File: config.mk
export PLATFORM = sky130hd
export DESIGN_NAME = gpmc_ram_streamer_flat
export DESIGN_NICKNAME = d
export VERILOG_FILES = /design/src/rtl/gpmc_ram_streamer_if.sv /design/src/rtl/gpmc_ram_streamer.sv /design/src/flat_wrapper.sv
export SDC_FILE = /design/constraint.sdc
export NUM_CORES = 1
export LEC_CHECK = 0
export BUFFER_PORTS_ARGS = -buffer_cell sky130_fd_sc_hd__buf_2
export CAP_MARGIN = 20
export CORE_AREA = 3 3 69 97
export DETAILED_ROUTE_END_ITERATION = 12
export DIE_AREA = 0 0 72 100
export HOLD_SLACK_MARGIN = 0.15
export PLACE_DENSITY_LB_ADDON = 0.15
export SETUP_SLACK_MARGIN = 0.02
export SYNTH_ARGS = -nofsm -noshare
export SYNTH_HDL_FRONTEND = slang
export SYNTH_SLANG_ARGS = --single-unit
File: constraint.sdc
create_clock -name sys_clk -period 3.6 [get_ports sys_clk]
set_input_delay 0.18 -clock sys_clk [delete_from_list [all_inputs] [get_ports sys_clk]]
set_output_delay 0.18 -clock sys_clk [all_outputs]
set_load 0.02 [all_outputs]
File: src/rtl/gpmc_ram_streamer_if.sv
// Bus bundle for gpmc_ram_streamer: command channel, RAM port B, output stream and status.
// The master modport is the streamer itself. The slave modport is the host/RAM/sink side.
interface gpmc_ram_streamer_if #(
  parameter int addr_width = 12,
  parameter int data_width = 16
);
  logic                  cmd_valid;
  logic                  cmd_ready;
  logic [addr_width-1:0] cmd_base;
  logic [addr_width-1:0] cmd_len;
  logic [addr_width-1:0] ram_addr;
  logic                  ram_rd;
  logic [data_width-1:0] ram_q;
  logic [data_width-1:0] m_data;
  logic                  m_valid;
  logic                  m_ready;
  logic                  m_last;
  logic                  busy;
  logic                  done;

  modport master (
    input  cmd_valid, cmd_base, cmd_len, ram_q, m_ready,
    output cmd_ready, ram_addr, ram_rd, m_data, m_valid, m_last, busy, done
  );

  modport slave (
    output cmd_valid, cmd_base, cmd_len, ram_q, m_ready,
    input  cmd_ready, ram_addr, ram_rd, m_data, m_valid, m_last, busy, done
  );
endinterface

File: src/rtl/gpmc_ram_streamer.sv
// Reads a frame from RAM port B and presents it as a valid/ready stream; pulses done at the end.
// Defining GPMC_STREAMER_CSUM_EN appends a wrap-around sum beat that carries m_last.
module gpmc_ram_streamer #(
  parameter int addr_width = 12,
  parameter int data_width = 16
) (
  input logic                 sys_clk,
  input logic                 rst,
  gpmc_ram_streamer_if.master bus
);
  typedef enum logic [1:0] {
    IDLE  = 2'd0,
    RUN   = 2'd1,
    DRAIN = 2'd2
`ifdef GPMC_STREAMER_CSUM_EN
    , SUM = 2'd3
`endif
  } state_t;

  state_t                state_q, state_d;
  logic [addr_width-1:0] ptr_q, rem_q;
  logic                  inflight_q;
  logic [data_width-1:0] mem_q [2];
  logic                  wr_idx_q, rd_idx_q;
  logic [1:0]            count_q;
  logic                  done_q, done_d;
  logic                  fifo_valid, fifo_pop, issue, final_beat, accept;
  logic [2:0]            occ;
`ifdef GPMC_STREAMER_CSUM_EN
  logic [data_width-1:0] sum_q;
`endif

  // Occupancy is taken after this cycle's pop so a continuously ready sink sees one beat per cycle.
  always_comb begin
    fifo_valid = count_q != 2'd0;
    fifo_pop   = fifo_valid && bus.m_ready;
    occ        = 3'(count_q) + 3'(inflight_q) - 3'(fifo_pop);
    accept     = state_q == IDLE && bus.cmd_valid;
    issue      = !rst && state_q == RUN && rem_q != '0 && occ < 3'd2;
    final_beat = state_q == DRAIN && count_q == 2'd1 && !inflight_q;
  end

  always_comb begin
    state_d = state_q;
    done_d  = 1'b0;
    case (state_q)
      IDLE: begin
        if (accept) begin
          if (bus.cmd_len != '0) state_d = RUN;
          else                   done_d  = 1'b1;
        end
      end
      RUN: begin
        if (issue && rem_q == addr_width'(1)) state_d = DRAIN;
      end
      DRAIN: begin
        if (final_beat && fifo_pop) begin
`ifdef GPMC_STREAMER_CSUM_EN
          state_d = SUM;
`else
          state_d = IDLE;
          done_d  = 1'b1;
`endif
        end
      end
`ifdef GPMC_STREAMER_CSUM_EN
      SUM: begin
        if (bus.m_ready) begin
          state_d = IDLE;
          done_d  = 1'b1;
        end
      end
`endif
      default: state_d = IDLE;
    endcase
  end

  always_ff @(posedge sys_clk) begin
    if (rst) begin
      state_q    <= IDLE;
      ptr_q      <= '0;
      rem_q      <= '0;
      inflight_q <= 1'b0;
      mem_q      <= '{default: '0};
      wr_idx_q   <= 1'b0;
      rd_idx_q   <= 1'b0;
      count_q    <= '0;
      done_q     <= 1'b0;
`ifdef GPMC_STREAMER_CSUM_EN
      sum_q      <= '0;
`endif
    end else begin
      state_q    <= state_d;
      done_q     <= done_d;
      inflight_q <= issue;
      if (accept) begin
        ptr_q <= bus.cmd_base;
        rem_q <= bus.cmd_len;
      end else if (issue) begin
        ptr_q <= ptr_q + addr_width'(1);
        rem_q <= rem_q - addr_width'(1);
      end
      if (inflight_q) begin
        mem_q[wr_idx_q] <= bus.ram_q;
        wr_idx_q        <= ~wr_idx_q;
      end
      if (fifo_pop) rd_idx_q <= ~rd_idx_q;
      count_q <= count_q + 2'(inflight_q) - 2'(fifo_pop);
`ifdef GPMC_STREAMER_CSUM_EN
      if (accept)          sum_q <= '0;
      else if (inflight_q) sum_q <= sum_q + bus.ram_q;
`endif
    end
  end

  assign bus.cmd_ready = !rst && state_q == IDLE;
  assign bus.busy      = state_q != IDLE;
  assign bus.done      = done_q;
  assign bus.ram_rd    = issue;
  assign bus.ram_addr  = ptr_q;
`ifdef GPMC_STREAMER_CSUM_EN
  assign bus.m_valid   = fifo_valid || state_q == SUM;
  assign bus.m_data    = (state_q == SUM) ? sum_q : mem_q[rd_idx_q];
  assign bus.m_last    = state_q == SUM;
`else
  assign bus.m_valid   = fifo_valid;
  assign bus.m_data    = mem_q[rd_idx_q];
  assign bus.m_last    = final_beat;
`endif
endmodule

File: src/flat_wrapper.sv
// flat-port wrapper written by rule: the top's interface ports become plain ports
module gpmc_ram_streamer_flat 
#(
  parameter int addr_width = 12,
  parameter int data_width = 16
)
  (sys_clk, rst, bus_cmd_valid, bus_cmd_base, bus_cmd_len, bus_ram_q, bus_m_ready, bus_cmd_ready, bus_ram_addr, bus_ram_rd, bus_m_data, bus_m_valid, bus_m_last, bus_busy, bus_done);
  gpmc_ram_streamer_if #(.addr_width(addr_width), .data_width(data_width)) bus_i ();
  input logic sys_clk;
  input logic rst;
  input wire logic [$bits(bus_i.cmd_valid)-1:0] bus_cmd_valid;
  input wire logic [$bits(bus_i.cmd_base)-1:0] bus_cmd_base;
  input wire logic [$bits(bus_i.cmd_len)-1:0] bus_cmd_len;
  input wire logic [$bits(bus_i.ram_q)-1:0] bus_ram_q;
  input wire logic [$bits(bus_i.m_ready)-1:0] bus_m_ready;
  output wire logic [$bits(bus_i.cmd_ready)-1:0] bus_cmd_ready;
  output wire logic [$bits(bus_i.ram_addr)-1:0] bus_ram_addr;
  output wire logic [$bits(bus_i.ram_rd)-1:0] bus_ram_rd;
  output wire logic [$bits(bus_i.m_data)-1:0] bus_m_data;
  output wire logic [$bits(bus_i.m_valid)-1:0] bus_m_valid;
  output wire logic [$bits(bus_i.m_last)-1:0] bus_m_last;
  output wire logic [$bits(bus_i.busy)-1:0] bus_busy;
  output wire logic [$bits(bus_i.done)-1:0] bus_done;
  assign bus_i.cmd_valid = bus_cmd_valid;
  assign bus_i.cmd_base = bus_cmd_base;
  assign bus_i.cmd_len = bus_cmd_len;
  assign bus_i.ram_q = bus_ram_q;
  assign bus_i.m_ready = bus_m_ready;
  assign bus_cmd_ready = bus_i.cmd_ready;
  assign bus_ram_addr = bus_i.ram_addr;
  assign bus_ram_rd = bus_i.ram_rd;
  assign bus_m_data = bus_i.m_data;
  assign bus_m_valid = bus_i.m_valid;
  assign bus_m_last = bus_i.m_last;
  assign bus_busy = bus_i.busy;
  assign bus_done = bus_i.done;
  gpmc_ram_streamer #(.addr_width(addr_width), .data_width(data_width)) u_core (.sys_clk(sys_clk), .rst(rst), .bus(bus_i));
endmodule
# Word level (Yosys, flattened, before mapping)
# Index checks and enable logic that the tools add are counted.
# word_totals
mem_bits_ro,0
inputBits,44
ram_bits,0
elab_cells,71
mem_count,0
regBits,64
output_inout_bits,34
latchBits,0
# classes
n_lt_le_gt_ge,4
n_reduce_logical,20
n_div,0
n_addsub,6
eq_ne,8
bitwise_logic,4
n_mul,0
shift,0
mux,19
# op_table
op,n
2-to-1 mux 16 bit,4
2-to-1 mux 12 bit,4
bitwise mux 32 bit,1
nonzero test 12 bit,2
demux 16 bit (select 1 bit),1
adder 12 x 1 -> 12 bit (second input constant),1
== test 12 x 1 -> 1 bit (second input constant),1
subtractor 12 x 1 -> 12 bit (second input constant),1
logical AND 1 bit,11
2-to-1 mux 2 bit,4
inequality test 2 bit (second input constant),3
one-hot mux 2 bit (3 select lines),1
nonzero test 2 bit,3
== test 2 x 1 -> 1 bit (second input constant),2
>= comparator 2 bit (second input constant),2
inverter 1 -> 2 bit,2
AND reduction 4 bit,1
adder 2 x 1 -> 3 bit,1
less-than comparator 3 x 2 -> 1 bit (second input constant),1
2-to-1 mux 1 bit,3
subtractor 3 x 1 -> 3 bit,1
adder 2 x 1 -> 2 bit,1
== test 2 bit (second input constant),1
zero test 1 bit,2
other kinds (6),7

# Depth between registers and ports, before layout
# depth
ltp_word,8
mapped_depth,14

# Worst setup path before layout
# OpenSTA, ideal clock, no wires.
# synth_timing
path_type,register to register
startpoint,register u_core.count_q[0]
endpoint,"register u_core.ptr_q[10], in the netlist u_core.bus.ram_addr[10]"
setup_ps,74
arrival_time_ps,2901
n_path_buf,2
path_stages_with_launch,15
path_slack_ps,625
cell_sequence,dfxtp_1 -> or2_2 -> and2_1 -> ha_1 -> inv_1 -> ha_1 -> fa_1 -> nor2_1 -> and4_1 -> buf_2 -> nand2_2 -> inv_2 -> buf_2 -> o21ai_0 -> a31oi_1
# synth_via
elab_chain_len,6
word_cells_on_any_way,7
# synth_rtl
element,line_no,rtl
"start, declared",gpmc_ram_streamer.sv:25,logic [1:0] count_q;
"start signal, assigned",gpmc_ram_streamer.sv:108,count_q <= count_q + 2'(inflight_q) - 2'(fifo_pop);
nonzero test 2 bit,gpmc_ram_streamer.sv:35,fifo_valid = count_q != 2'd0;
named net bus_m_valid,flat_wrapper.sv:20,output wire logic [$bits(bus_i.m_valid)-1:0] bus_m_valid;
logical AND 1 bit,gpmc_ram_streamer.sv:36,fifo_pop = fifo_valid && bus.m_ready;
named net u_core.fifo_pop,gpmc_ram_streamer.sv:27,"logic fifo_valid, fifo_pop, issue, final_beat, accept;"
subtractor 3 x 1 -> 3 bit,gpmc_ram_streamer.sv:37,occ = 3'(count_q) + 3'(inflight_q) - 3'(fifo_pop);
named net u_core.occ[1],gpmc_ram_streamer.sv:28,logic [2:0] occ;
less-than comparator 3 x 2 -> 1 bit,gpmc_ram_streamer.sv:39,issue = !rst && state_q == RUN && rem_q != '0 && occ < 3'd2;
logical AND 1 bit,gpmc_ram_streamer.sv:39,
named net bus_ram_rd,flat_wrapper.sv:18,output wire logic [$bits(bus_i.ram_rd)-1:0] bus_ram_rd;
nonzero test 2 bit (no source line),n/a,
"end signal, assigned",gpmc_ram_streamer.sv:97,ptr_q <= bus.cmd_base;
"end signal, assigned",gpmc_ram_streamer.sv:100,ptr_q <= ptr_q + addr_width'(1);
"end, declared",gpmc_ram_streamer.sv:21,"logic [addr_width-1:0] ptr_q, rem_q;"
# The timed path passes the listed nets, and every way through them passes these cells.
# A chain may end at the register's enable or synchronous reset.

# Worst setup path after layout
# layout_timing
startpoint,register u_core.count_q[0]
endpoint,output bus_ram_rd
# layout_via
elab_chain_len,5
word_cells_on_any_way,6
# layout_rtl
element,line_no
nonzero test 2 bit,gpmc_ram_streamer.sv:35
logical AND 1 bit,gpmc_ram_streamer.sv:36
named net u_core.fifo_pop,gpmc_ram_streamer.sv:27
subtractor 3 x 1 -> 3 bit,gpmc_ram_streamer.sv:37
named net u_core.occ[1],gpmc_ram_streamer.sv:28
less-than comparator 3 x 2 -> 1 bit,gpmc_ram_streamer.sv:39
logical AND 1 bit,gpmc_ram_streamer.sv:39
"end, declared",flat_wrapper.sv:18
# The timed path passes the listed nets, and every way through them passes these cells.

==> key figures <==
STA
  • Hold violation total from the final report: 0
  • Fin Clk Skew: 4.36 ps
  • Final worst path period need: 3320 ps
  • Final Setup Violations: 0
  • F_max: 301 MHz
  • Final period util: 92.3%
  • RSZ-0062 raised after global routing: false
  • Setup TNS: 0 ps
  • Slew @ Worst Pin: 952 ps
  • Count of pins over their slew limit: 0
  • Relative slew slack: 36.5%

Yosys
  • Area share of the leading cell type in the synthesized netlist: 41.0%
  • Synth async-reset ratio: 0%
  • Synth Register Bits: 64
  • Commonest cells in the netlist: nand2_1, dfxtp_1, a21oi_1
  • Post-Syn Instances: 384
  • Count leader, synth: nand2_1
  • Synth cell types: 49
  • Synthesized area per cell: 8.15 um2
  • Top_reg_cell synth: dfxtp_1
  • Yosys Warn Count: 0
  • Seq/Total Area, Yosys: between 40% and 50%
  • Top post-synthesis cells by area: dfxtp_1, nand2_1, a21oi_1
  • EDFF count, synth: 0
  • Leading area contributor after synthesis: dfxtp_1
  • Syn nets: 435
  • Mapped cell area: 3130 um2

GRT
  • Largest net degree at the start of global routing: 65
  • First-pass GRT wire length: 13.8 mm
  • Grt ovf: 0
  • Number of antenna violations at the first check in global routing: 0
  • Number of global-route vias before repair: slightly above 3000
  • Total GRT Usage: 24.2%

Final layout
  • FF+latch area: 1280 um2
  • Fin area: 4130 um2
  • ANT cells: 0
  • Final net count: ~540
  • Area of the multi-input gates: 1710 um2
  • Layout cells sized above 1: 24.8%
  • Layout Area Growth over Synthesis: 32.1%
  • Final core utilization: 70.0%
  • Number of fill cells: 500

Setup path
  • Worst path bufs/invs: 3
  • Critical-path cell list: or2_2 -> and2_1 -> ha_1 -> inv_1 -> ha_1 -> fa_1 -> nor2_1 -> and4_1 -> nand2_2 -> inv_2 -> buf_2
  • Setup crit end kind: output port
  • Reg-to-Reg End: u_core.bus.ram_addr[7]
  • Reg2Reg Setup Slack: 520 ps
  • CP Data Required Time: 3420 ps
  • CP Max Fanout: 16
  • Most frequent CP cell: ha_1
  • Max stage delay cell, worst path: fa_1
  • WS Path Type: register to output port
  • CP max stage delay: 450 ps
  • Crit-path leading delay family: simple AND/OR/NAND/NOR gates
  • Critical path launch point type: register
  • Launch point of the worst reg-to-reg path: u_core.count_q[0]
  • Worst EP arrival: 3140 ps
  • Worst reg2reg path depth: 12

Worst hold path
  • Hold path cells: 3
  • Hold path start: bus_cmd_len[10]
  • Worst Hold Endpoint: u_core.rem_q[10]
  • HP Class: input port to register

Die
  • Die height: roughly 100 um
  • Num rows: 33
  • Die Wd: 72 um
  • Core area: ~5900 um2
  • Die area: 7200 um2
  • # IOs: 78
  • Initial core utilization: between 50% and 60%

Routing
  • Via count: around 3100
  • Routed Antenna Nets: 0
  • TritonRoute pass-1 iters: 4
  • Wire length per cell: 14.6 um
  • DRC violations left: 0
  • WL final: 8.25 mm
  • Vias per cell: ~5.4
  • First DRT Iteration DRCs: 153

Pwr
  • Pwr Density: 543 nW/um2
  • Gate power share: 29.6%
  • NetSw: 743 uW
  • Flop pwr share: 39.6%
  • Internal: approximately 1.5 mW
  • Peak supply drop: 0.000388 V
  • Lkg Pwr: roughly 1.7 nW
  • Clock share of power: 30.7%
  • Switching share of total power: 33.1%

Clocking
  • TritonCTS clock tree: done
  • CTS root buf: clkbuf_8
  • Clk_lat worst skew: around 340 ps
  • H-tree levels: 3
  • Clock Sink Count: 64
  • Post-cts resize count: 0
  • CTS Buf Count: 9
  • Clock-pin slew on the worst setup and hold paths: roughly 70 ps
  • Max clock buf depth: 2

Status
  • Status: complete, no violations

Placement
  • Port Buffers: 77
  • Final GP Congestion: 0.847
  • Post-DP HPWL: about 5.4 mm
  • DP Area: around 3500 um2

Flow run
  • Max Cap Viol: 0
-- flip-flops by register name, summed over array words and instances, names as in the netlist --
| name | cells |
|---|---|
| u_core.mem_q | 32 |
| u_core.bus.ram_addr | 12 |
| u_core.rem_q | 12 |
| u_core.count_q | 2 |
| u_core.state_q | 2 |
| u_core.bus.done | 1 |
| u_core.inflight_q | 1 |
| u_core.rd_idx_q | 1 |
| u_core.wr_idx_q | 1 |
-- cells in the final DEF, fill, tap and decap left out, types with 6 or more instances in the layout --
master / instances
xor2_1: 7
a211oi_1: 7
inv_1: 10
dfxtp_1: 64
nand3_1: 18
nand2_1: 88
ha_1: 6
a21oi_1: 43
nand4_1: 6
mux2_2: 16
dlygate4sd3_1: 37
nor2_1: 20
clkbuf_8: 11
a31oi_1: 12
buf_2: 77
and2_1: 6
-- worst max path at each step --
stage,startpoint,endpoint,cells after the start
after detailed placement,u_core.count_q[0],u_core.bus.ram_addr[5],12
after global routing,u_core.count_q[0],bus_ram_rd,11
after global placement,u_core.count_q[0],u_core.bus.ram_addr[5],12
after CTS,u_core.count_q[0],bus_ram_rd,11
final,u_core.count_q[0],bus_ram_rd,11
after floorplan,u_core.count_q[0],u_core.bus.ram_addr[10],14
-- through the flow --
| step | setup WS, ps | power (mW) | std cells | hold WS (ps) |
|---|---|---|---|---|
| 2_1_floorplan | 625 | 1.35 | 384 | 316 |
| 3_3_place_gp | 680 | 1.52 | 512 | 426 |
| 3_5_place_dp | 577 | 1.53 | 512 | 428 |
| 4_1_cts | 267 | 2.25 | 564 | 158 |
| 5_1_grt | 104 | 2.37 | 565 | 183 |
| 6_report | 276 | 2.24 | 565 | 172 |
-- power by group through the flow --
stage	Combinational, mW	Clock (mW)	Sequential, mW
5_1_grt	0.736	0.732	0.901
4_1_cts	0.661	0.703	0.889
3_5_place_dp	0.623	0	0.905
2_1_floorplan	0.480	0	0.873
3_3_place_gp	0.614	0	0.901
6_report	0.665	0.689	0.889
-- per-layer routing --
metal | global-route usage, % | share of wire, %
met2 | 43.2 | 52
met3 | 3.51 | 4.1
met5 | 0 | 0
met4 | 10.7 | 2.4
met1 | 28.1 | 41
-- worst register-to-register path, cell delays in order (launching register included) --
cell and delay (ps):
dfxtp_1 330, or2_2 310, and2_1 190, ha_1 280, inv_1 40, ha_1 180
fa_1 450, nor2_1 100, and4_1 280, buf_4 240, nand4_1 120, xor2_1 180
a211oi_1 300
-- final cells by class --
| type | count | share of cell area [%] |
|---|---|---|
| Clock buffer | 12 | 3.76 |
| Clock inverter | 3 | 1.57 |
| Inverter | 11 | 0.999 |
| Multi-Input combinational cell | 286 | 41.3 |
| Sequential cell | 64 | 31.0 |
| Tap cell | 70 | 2.12 |
| Timing Repair Buffer | 119 | 19.2 |
-- cells by family after synthesis --
| logic type | after synthesis | synth area share, % |
|---|---|---|
| AND/OR/NAND/NOR | 171 | 26.6 |
| multiplexers | 18 | 6.40 |
| buffers and inverters | 34 | 4.44 |
| adder cells (fa/ha/maj) | 7 | 3.04 |
| AO/OA/AOI/OAI | 82 | 16.4 |
| flip-flops | 64 | 41.0 |
| XOR/XNOR | 8 | 2.24 |
-- timing repair --
action | 4_1_cts | 5_1_grt
endpoints found under the setup margin | 0 | 0
endpoints found under the hold margin | 53 | 0
hold buffers | 37 | 0
buffers inserted | 0 | 0
Note: power is estimated with default switching activity, not from simulation.
